<file path="src/rtl/ifu_fetch_ctl_p.sv">
// IFU fetch-pipe controller: drives the BF->F1->F2 fetch address/request stream,
// arbitrates flush / F2-miss / BTB-kill redirects and throttles issue on fetch-buffer credits.
module ifu_fetch_ctl_p #(
    parameter int              AW          = 32,
    parameter int              FETCH_BYTES = 16,
    parameter int              FB_DEPTH    = 4,
    parameter logic [AW-2:0]   RESET_VEC   = '0,
    localparam int             FB_LSB      = $clog2(FETCH_BYTES),
    localparam int             CW          = $clog2(FB_DEPTH + 1)
) (
    input  logic          clk,
    input  logic          rst,
    input  logic          flush,
    input  logic [AW-2:0] flush_path,
    input  logic          flush_noredir,
    input  logic          halted,
    input  logic          bp_kill_next_f2,
    input  logic [AW-2:0] bp_target_f2,
    input  logic          ic_hit_f2,
    input  logic          mb_empty,
    input  logic [1:0]    fb_consume,
    input  logic          dma_stall,
    input  logic          write_stall,
    input  logic [31:0]   mrac,
    output logic          fetch_req_f1,
    output logic [AW-2:0] fetch_addr_f1,
    output logic          fetch_req_f2,
    output logic [AW-2:0] fetch_addr_f2,
    output logic          uncacheable_f1,
    output logic [CW-1:0] fb_count,
    output logic          pmu_fetch_stall
);

    localparam int              SW      = CW + 2;
    localparam int              BW      = AW - FB_LSB;
    localparam logic [CW-1:0]   DEPTH_C = CW'(FB_DEPTH);
    localparam logic [BW-1:0]   BLK_ONE = {{(BW-1){1'b0}}, 1'b1};

    typedef enum logic [1:0] {
        IDLE  = 2'b00,
        FETCH = 2'b01,
        STALL = 2'b10,
        WFM   = 2'b11
    } state_t;

    state_t          state, state_nxt;
    logic            reset_pend;
    logic [AW-2:0]   bf_addr, miss_addr;
    logic            f1_valid, f2_valid;
    logic [AW-2:0]   f1_addr, f2_addr;
    logic [CW-1:0]   count;

    logic            miss_f2, credit_ok, stall_cond, issue, f1_drop, wfm_exit;
    logic [BW-1:0]   blk_nxt;
    logic [AW-2:0]   bf_seq;
    logic signed [SW-1:0] cnt_sum;

    // Saturate the raw credit sum into the counter range; the low clamp absorbs underflow.
    function automatic logic [CW-1:0] clamp_count(input logic signed [SW-1:0] v);
        if (v[SW-1])          return '0;
        else if (|v[SW-2:CW]) return '1;
        else                  return v[CW-1:0];
    endfunction

    assign fetch_req_f2   = f2_valid & ~flush;
    assign miss_f2        = fetch_req_f2 & ~ic_hit_f2;
    assign fetch_req_f1   = f1_valid & ~flush & ~bp_kill_next_f2 & ~miss_f2;
    assign fetch_addr_f1  = f1_addr;
    assign fetch_addr_f2  = f2_addr;
    assign uncacheable_f1 = ~mrac[{f1_addr[AW-2:AW-5], 1'b0}];
    assign fb_count       = count;

    assign credit_ok  = (count < DEPTH_C) | (fb_consume != 2'd0);
    assign stall_cond = ~credit_ok | dma_stall | write_stall | halted;
    assign issue      = (state == FETCH) & ~stall_cond & ~flush & ~miss_f2 & ~bp_kill_next_f2;
    assign f1_drop    = f1_valid & ~fetch_req_f1 & ~flush;
    assign wfm_exit   = (state == WFM) & mb_empty;

    // Next block address: bump the block index, clear the in-block offset, drop the carry.
    assign blk_nxt = bf_addr[AW-2:FB_LSB-1] + BLK_ONE;
    assign bf_seq  = {blk_nxt, {(FB_LSB-1){1'b0}}};

    assign cnt_sum = $signed({2'b00, count})
                   + $signed({{(SW-1){1'b0}}, issue})
                   - $signed({{(SW-2){1'b0}}, fb_consume})
                   - $signed({{(SW-1){1'b0}}, miss_f2})
                   - $signed({{(SW-1){1'b0}}, f1_drop});

    always_ff @(posedge clk) begin
        if (rst) state <= IDLE;
        else     state <= state_nxt;
    end

    always_comb begin
        state_nxt       = state;
        pmu_fetch_stall = (state == STALL) | (state == WFM);
        if (flush) begin
            if (flush_noredir)                 state_nxt = IDLE;
            else if ((state == WFM) && !mb_empty) state_nxt = WFM;
            else                               state_nxt = FETCH;
        end else begin
            case (state)
                IDLE:    if (reset_pend) state_nxt = FETCH;
                FETCH: begin
                    if (miss_f2)         state_nxt = WFM;
                    else if (stall_cond) state_nxt = STALL;
                end
                STALL: begin
                    if (miss_f2)          state_nxt = WFM;
                    else if (!stall_cond) state_nxt = FETCH;
                end
                WFM:     if (mb_empty) state_nxt = FETCH;
                default: state_nxt = IDLE;
            endcase
        end
    end

    // BF stage: fetch address selection and miss/redirect bookkeeping
    always_ff @(posedge clk) begin
        if (rst) begin
            reset_pend <= 1'b1;
            bf_addr    <= RESET_VEC;
            miss_addr  <= '0;
            count      <= '0;
        end else begin
            if (flush || (state == IDLE)) reset_pend <= 1'b0;

            if (flush)         bf_addr <= flush_path;
            else if (wfm_exit) bf_addr <= miss_addr;
            else if (!miss_f2) begin
                if (bp_kill_next_f2) bf_addr <= bp_target_f2;
                else if (issue)      bf_addr <= bf_seq;
            end

            if (flush && (state == WFM) && !mb_empty) miss_addr <= flush_path;
            else if (miss_f2)                         miss_addr <= f2_addr;

            if (flush) count <= '0;
            else       count <= clamp_count(cnt_sum);
        end
    end

    // F1/F2 stages: request pipe; a reset discards anything in flight
    always_ff @(posedge clk) begin
        if (rst) begin
            f1_valid <= 1'b0;
            f1_addr  <= '0;
            f2_valid <= 1'b0;
            f2_addr  <= '0;
        end else begin
            f1_valid <= issue;
            if (issue) f1_addr <= bf_addr;
            f2_valid <= fetch_req_f1;
            f2_addr  <= f1_addr;
        end
    end

    always_ff @(posedge clk) begin
        if (!rst && !flush) begin
            assert (!cnt_sum[SW-1]);
        end
    end

endmodule

</file>
<file path="config.mk">
export PLATFORM = sky130hd
export DESIGN_NAME = ifu_fetch_ctl_p
export DESIGN_NICKNAME = d
export VERILOG_FILES = /design/src/rtl/ifu_fetch_ctl_p.sv
export SDC_FILE = /design/constraint.sdc
export NUM_CORES = 1
export LEC_CHECK = 0
export CAP_MARGIN = 40
export CORE_ASPECT_RATIO = 0.9
export CORE_UTILIZATION = 40
export DETAILED_ROUTE_END_ITERATION = 12
export PLACE_DENSITY = 0.7
export SKIP_CTS_REPAIR_TIMING = 1
export SYNTH_ARGS = -nofsm -noshare
export SYNTH_HDL_FRONTEND = slang
export SYNTH_SLANG_ARGS = --single-unit
</file>
<file path="constraint.sdc">
create_clock -name clk -period 8.45 [get_ports clk]
set_input_delay 2.535 -clock clk [delete_from_list [all_inputs] [get_ports clk]]
set_output_delay 2.535 -clock clk [all_outputs]
set_load 0.02 [all_outputs]
</file>
Word level (Yosys, flattened, before mapping)
Index checks and enable logic that the tools add are counted.
Widths: inputs -> output; s select.
{"block": "totals", "regBits": 132, "latchBits": 0, "ramBits": 0, "mem_bits_ro": 0, "in_bits": 106, "out_inout_bits": 69, "word_cells": 81, "memories": 0}
{"block": "classes", "add_sub_neg": 5, "multipliers": 0, "n_div": 0, "magnitude_cmp": 2, "eq_ne": 8, "n_shift": 0, "n_mux": 20, "n_bitwise": 25, "n_reduce_logical": 12}
{"op": "$mux 31", "n": 7}
{"op": "$add 28x1->28 const B", "n": 1}
{"op": "$mux 2", "n": 9}
{"op": "$and 1x1->1", "n": 12}
{"op": "$sub 5x2->5", "n": 2}
{"op": "$ne 4x4->1 const B", "n": 2}
{"op": "$not 1->1", "n": 8}
{"op": "$pmux 2 s4", "n": 1}
{"op": "$lt 5x6->1 const B", "n": 1}
{"op": "$ne 3x3->1 const B", "n": 2}
{"op": "$or 1x1->1", "n": 5}
{"op": "$sub 4x2->5", "n": 1}
{"op": "$add 3x1->4", "n": 1}
{"op": "$bmux 1 s4", "n": 1}
{"op": "$eq 2x2->1 const B", "n": 2}
{"op": "$reduce_and 4->1", "n": 1}
{"op": "$reduce_bool 2->1", "n": 2}
{"op": "$reduce_bool 4->1", "n": 1}
{"op": "$logic_and 1x1->1", "n": 3}
{"op": "$lt 3x3->1 const B", "n": 1}
{"op": "$mux 3", "n": 1}
{"op": "$ne 3x2->1 const B", "n": 1}
{"op": "$reduce_or 3->1", "n": 1}
{"op": "$eq 2x1->1 const B", "n": 1}
{"op": "5 further kinds", "n": 5}

Depth between registers and ports, before layout
{"block": "depth", "ltp_word": 16, "ltp_mapped": 14, "mapped_depth_nobuf": 12}

Worst setup path before layout
OpenSTA, ideal clock, no wires.
{"block": "synth_path", "kind": "input port to output port", "startpoint": "input port mrac[30]", "endpoint": "output port uncacheable_f1", "arrival_time_ns": 3.587, "t_required_ns": 5.915, "setup_slack_ns": 2.328, "path_stages": 3, "path_buffers": 0, "path_cell_list": "mux4_2 -> mux4_2 -> inv_1"}
{"block": "synth_via", "elab_chain_len": 3}
{"item": "start: declaration", "line": "24", "rtl": "input logic [31:0] mrac,"}
{"item": "$bmux 1 s4", "line": "70", "rtl": "assign uncacheable_f1 = ~mrac[{f1_addr[AW-2:AW-5], 1'b0}];"}
{"item": "$mux 1 (not written as such)", "line": "70"}
{"item": "$not 1->1", "line": "70"}
{"item": "end: declaration", "line": "29", "rtl": "output logic uncacheable_f1,"}
No other way between the ends. The select of a mux whose other input is x is not followed.

Worst setup path after layout
{"block": "layout_path", "startpoint": "input port mrac[22]", "endpoint": "output port uncacheable_f1"}
Same word-level chain as after synthesis.

==> key figures <==
Pwr
  • Worst IR Drop VDD: 0.1480 mV
  • Power Dens Cells: 185.2 nW/um2
  • Leak pwr: 3.182 nW

Synthesis
  • Number of synthesized register bits: 132
  • Distinct cells, synth: 75
  • Syn nets: 928
  • Share of the yosys chip area belonging to registers: 0.4015
  • Post-Syn Area: 6581 um2
  • Avg Inst Size Synth: 8.145 um2
  • Number of flops mapped to enable cells by yosys: 0
  • Post-Syn Instances: 808
  • Ys async rst share: 0
  • Warning count from the yosys run: 0
  • Most common flop cell mapped by yosys: dfxtp_1

Global route
  • Vias in the first global route: 6233
  • Initial antenna violation count: 0
  • Largest net degree at the start of global routing: 59
  • GRT Overall Usage: 0.2558
  • Gr ovfl total: 0
  • First-pass GRT wire length: 32.86 mm

Placed design
  • IO buf count: 158
  • Placed insts: 1119
  • Placer Congestion: 0.8080
  • HPWL after DPL: 13.68 mm

Clocking
  • Reg clk slew, reported paths: 0.05 ns
  • Worst skew pair latency: 0.43 ns
  • Max H-tree Level: 4
  • CTS tree: yes
  • CTS Sinks: 132
  • Clk buf depth: 2
  • Root buffer cell: clkbuf_16
  • TritonCTS Buffers: 17

Timing
  • Max Fclk: 141.4 MHz
  • Final Setup Violations: 0
  • Hold Fails Final Rpt: 0
  • Setup TNS Final: 0 ns
  • Final setup skew: 0.008252 ns
  • Rel. slew slack: 0.4714
  • Tightest Pin Transition: 0.7918 ns
  • Final Cycle Share: 0.8367
  • RSZ-0062 raised after global routing: false
  • Fin. max-slew vios: 0
  • Tmin final: 7.070 ns

Setup path
  • Critical path class: in2out
  • R2R setup slack: 4.90 ns
  • Crit Reg-Reg Startpoint: f2_valid
  • RR Endpoint: fb_count[1]
  • Type of origin of the critical path: primary input
  • Crit path max fanout: 1
  • Crit path largest cell delay: 0.60 ns
  • Critical Path RT: 5.92 ns
  • Arr. time, crit path: 4.53 ns
  • Reg2Reg Depth: 13
  • Critical path endpoint category: primary output
  • CP max stage cell: clkdlybuf4s50_1
  • Worst-path cell chain: clkdlybuf4s50_1 > mux4_2 > mux4_2 > inv_1 > clkdlybuf4s50_1

Job
  • # Max-Cap Violations: 0

Floorplan
  • DIE HEIGHT: 123.7 um
  • Core Region: 16130 um2
  • Site row count: 44
  • Initial Utilization: 0.4080
  • Die ar.: 16970 um2
  • IO Count: 175
  • Die width: 137.2 um

Min path
  • Worst hold stages: 2
  • Hold Crit Endpoint: miss_addr[29]
  • HP Class: reg2reg
  • Worst hold start: miss_addr[29]

Cells and area
  • Final net count: 1051
  • Commonest non-fill, non-tap cell in the layout: clkdlybuf4s50_1
  • Area delta synth->final: 35.29%
  • Antenna cells: 0
  • Post-Layout Cell Count: 1151
  • Share of layout cells above drive strength 1: 0.07309
  • Commonest cells after routing, fill and taps aside: 157 x clkdlybuf4s50_1, 137 x nand2_1, 132 x dfxtp_1, 72 x a21oi_1, 52 x nor2_1

Route
  • Pre-antenna DRT Iters: 5
  • Antenna viol nets, final: 0
  • DRC viols: 0
  • Wire length per cell: 18.37 um
  • Post-Route WL: 21.15 mm
  • DR iter-0 viols: 534
  • Vias/cell: 5.794
  • Total number of vias: 6669

Status
  • Outcome: finished clean
-- cell type report --
| type | instances | area [um2] |
|---|---|---|
| clock inverters | 12 | 176.4 |
| flip-flops and latches | 132 | 2643 |
| inverters | 17 | 63.81 |
| well taps | 207 | 259.0 |
| multi-input cells | 590 | 3578 |
| fillers | 1509 | 7227 |
| repair buffers | 173 | 1717 |
| clock buffers | 20 | 466.7 |
-- kinds of logic after synthesis --
kind of cell / after synthesis / share of synthesized area
AOI/OAI and AO/OA: 209 / 0.2143
xor gates and xnor gates: 12 / 0.01597
muxes: 12 / 0.02795
buffers and inverters: 86 / 0.05570
DFF: 132 / 0.4015
adders and majority gates: 14 / 0.03118
and+or+nand+nor: 343 / 0.2534
-- how the worst max path moves through the flow --
stage / start / slack, ns / cells after the start / end
after floorplan: mrac[30] / 2.33 / 3 / uncacheable_f1
after global placement: mrac[30] / 1.39 / 5 / uncacheable_f1
after detailed placement: mrac[22] / 1.38 / 5 / uncacheable_f1
after CTS: mrac[22] / 1.37 / 5 / uncacheable_f1
after global routing: flush / 1.33 / 5 / fetch_req_f1
final: mrac[22] / 1.38 / 5 / uncacheable_f1
-- where the power goes --
part	leakage, nW	total, W	switching [W]	internal (W)
combinational	1.80	0.000177	0.0000885	0.0000890
sequential	1.07	0.000665	0.0000245	0.000640
clock	0.312	0.000807	0.000290	0.000517
-- worst max-delay path: cells and delay by family --
kind / cells / cell delay (ns)
buf+inv: 3 / 1.07
mux: 2 / 0.92
-- synthesized netlist by cell type (8+ instances only) --
| library cell | instances | area share |
|---|---|---|
| a211oi_1 | 9 | 0.010 |
| a21oi_1 | 73 | 0.056 |
| a22oi_1 | 22 | 0.025 |
| a311oi_1 | 16 | 0.021 |
| a31oi_1 | 9 | 0.0086 |
| and3_1 | 20 | 0.019 |
| buf_2 | 14 | 0.011 |
| clkbuf_1 | 46 | 0.026 |
| dfxtp_1 | 132 | 0.40 |
| ha_1 | 10 | 0.019 |
| inv_1 | 15 | 0.0086 |
| nand2_1 | 137 | 0.078 |
| nand3_1 | 37 | 0.028 |
| nand4_1 | 9 | 0.0086 |
| nor2_1 | 53 | 0.030 |
| nor2b_1 | 35 | 0.033 |
| nor3_1 | 13 | 0.0099 |
| o211ai_1 | 11 | 0.013 |
| o21ai_0 | 13 | 0.0099 |
| xnor2_1 | 8 | 0.011 |
-- flip-flops by register name (all words and copies together), names as in the netlist --
name and cells:
fetch_addr_f2 31, f2_valid 1, reset_pend 1, miss_addr 31, bf_addr 31, fb_count 3
state 2, f1_valid 1, fetch_addr_f1 31
-- per-stage QoR --
| stage | power [W] | worst slack (ns) | util | hold slack (ns) | area, um2 |
|---|---|---|---|---|---|
| floorplan | 0.0007686 | 2.328 | - | 0.4319 | 6581 |
| global placement | 0.0008466 | 1.392 | 0.5087 | 0.4379 | 8205 |
| detailed placement | 0.0008520 | 1.378 | 0.5121 | 0.4452 | 8260 |
| CTS | 0.001656 | 1.368 | 0.5520 | 0.4526 | 8904 |
| global route | 0.001704 | 1.327 | 0.5520 | 0.4663 | 8904 |
| finish | 0.001649 | 1.380 | 0.5520 | 0.4521 | 8904 |
-- per-layer routing --
| metal | wire (um) | track usage | up-vias | part of all wire |
|---|---|---|---|---|
| met5 | 0 | 0 | - | 0 |
| met4 | 386 | 0.1120 | 0 | 0.018 |
| met3 | 1983 | 0.05495 | 33 | 0.094 |
| met2 | 9199 | 0.3725 | 331 | 0.43 |
| met1 | 9578 | 0.3612 | 3155 | 0.45 |
| li1 | - | - | 3150 | - |
(Power assumes the default switching activity.)
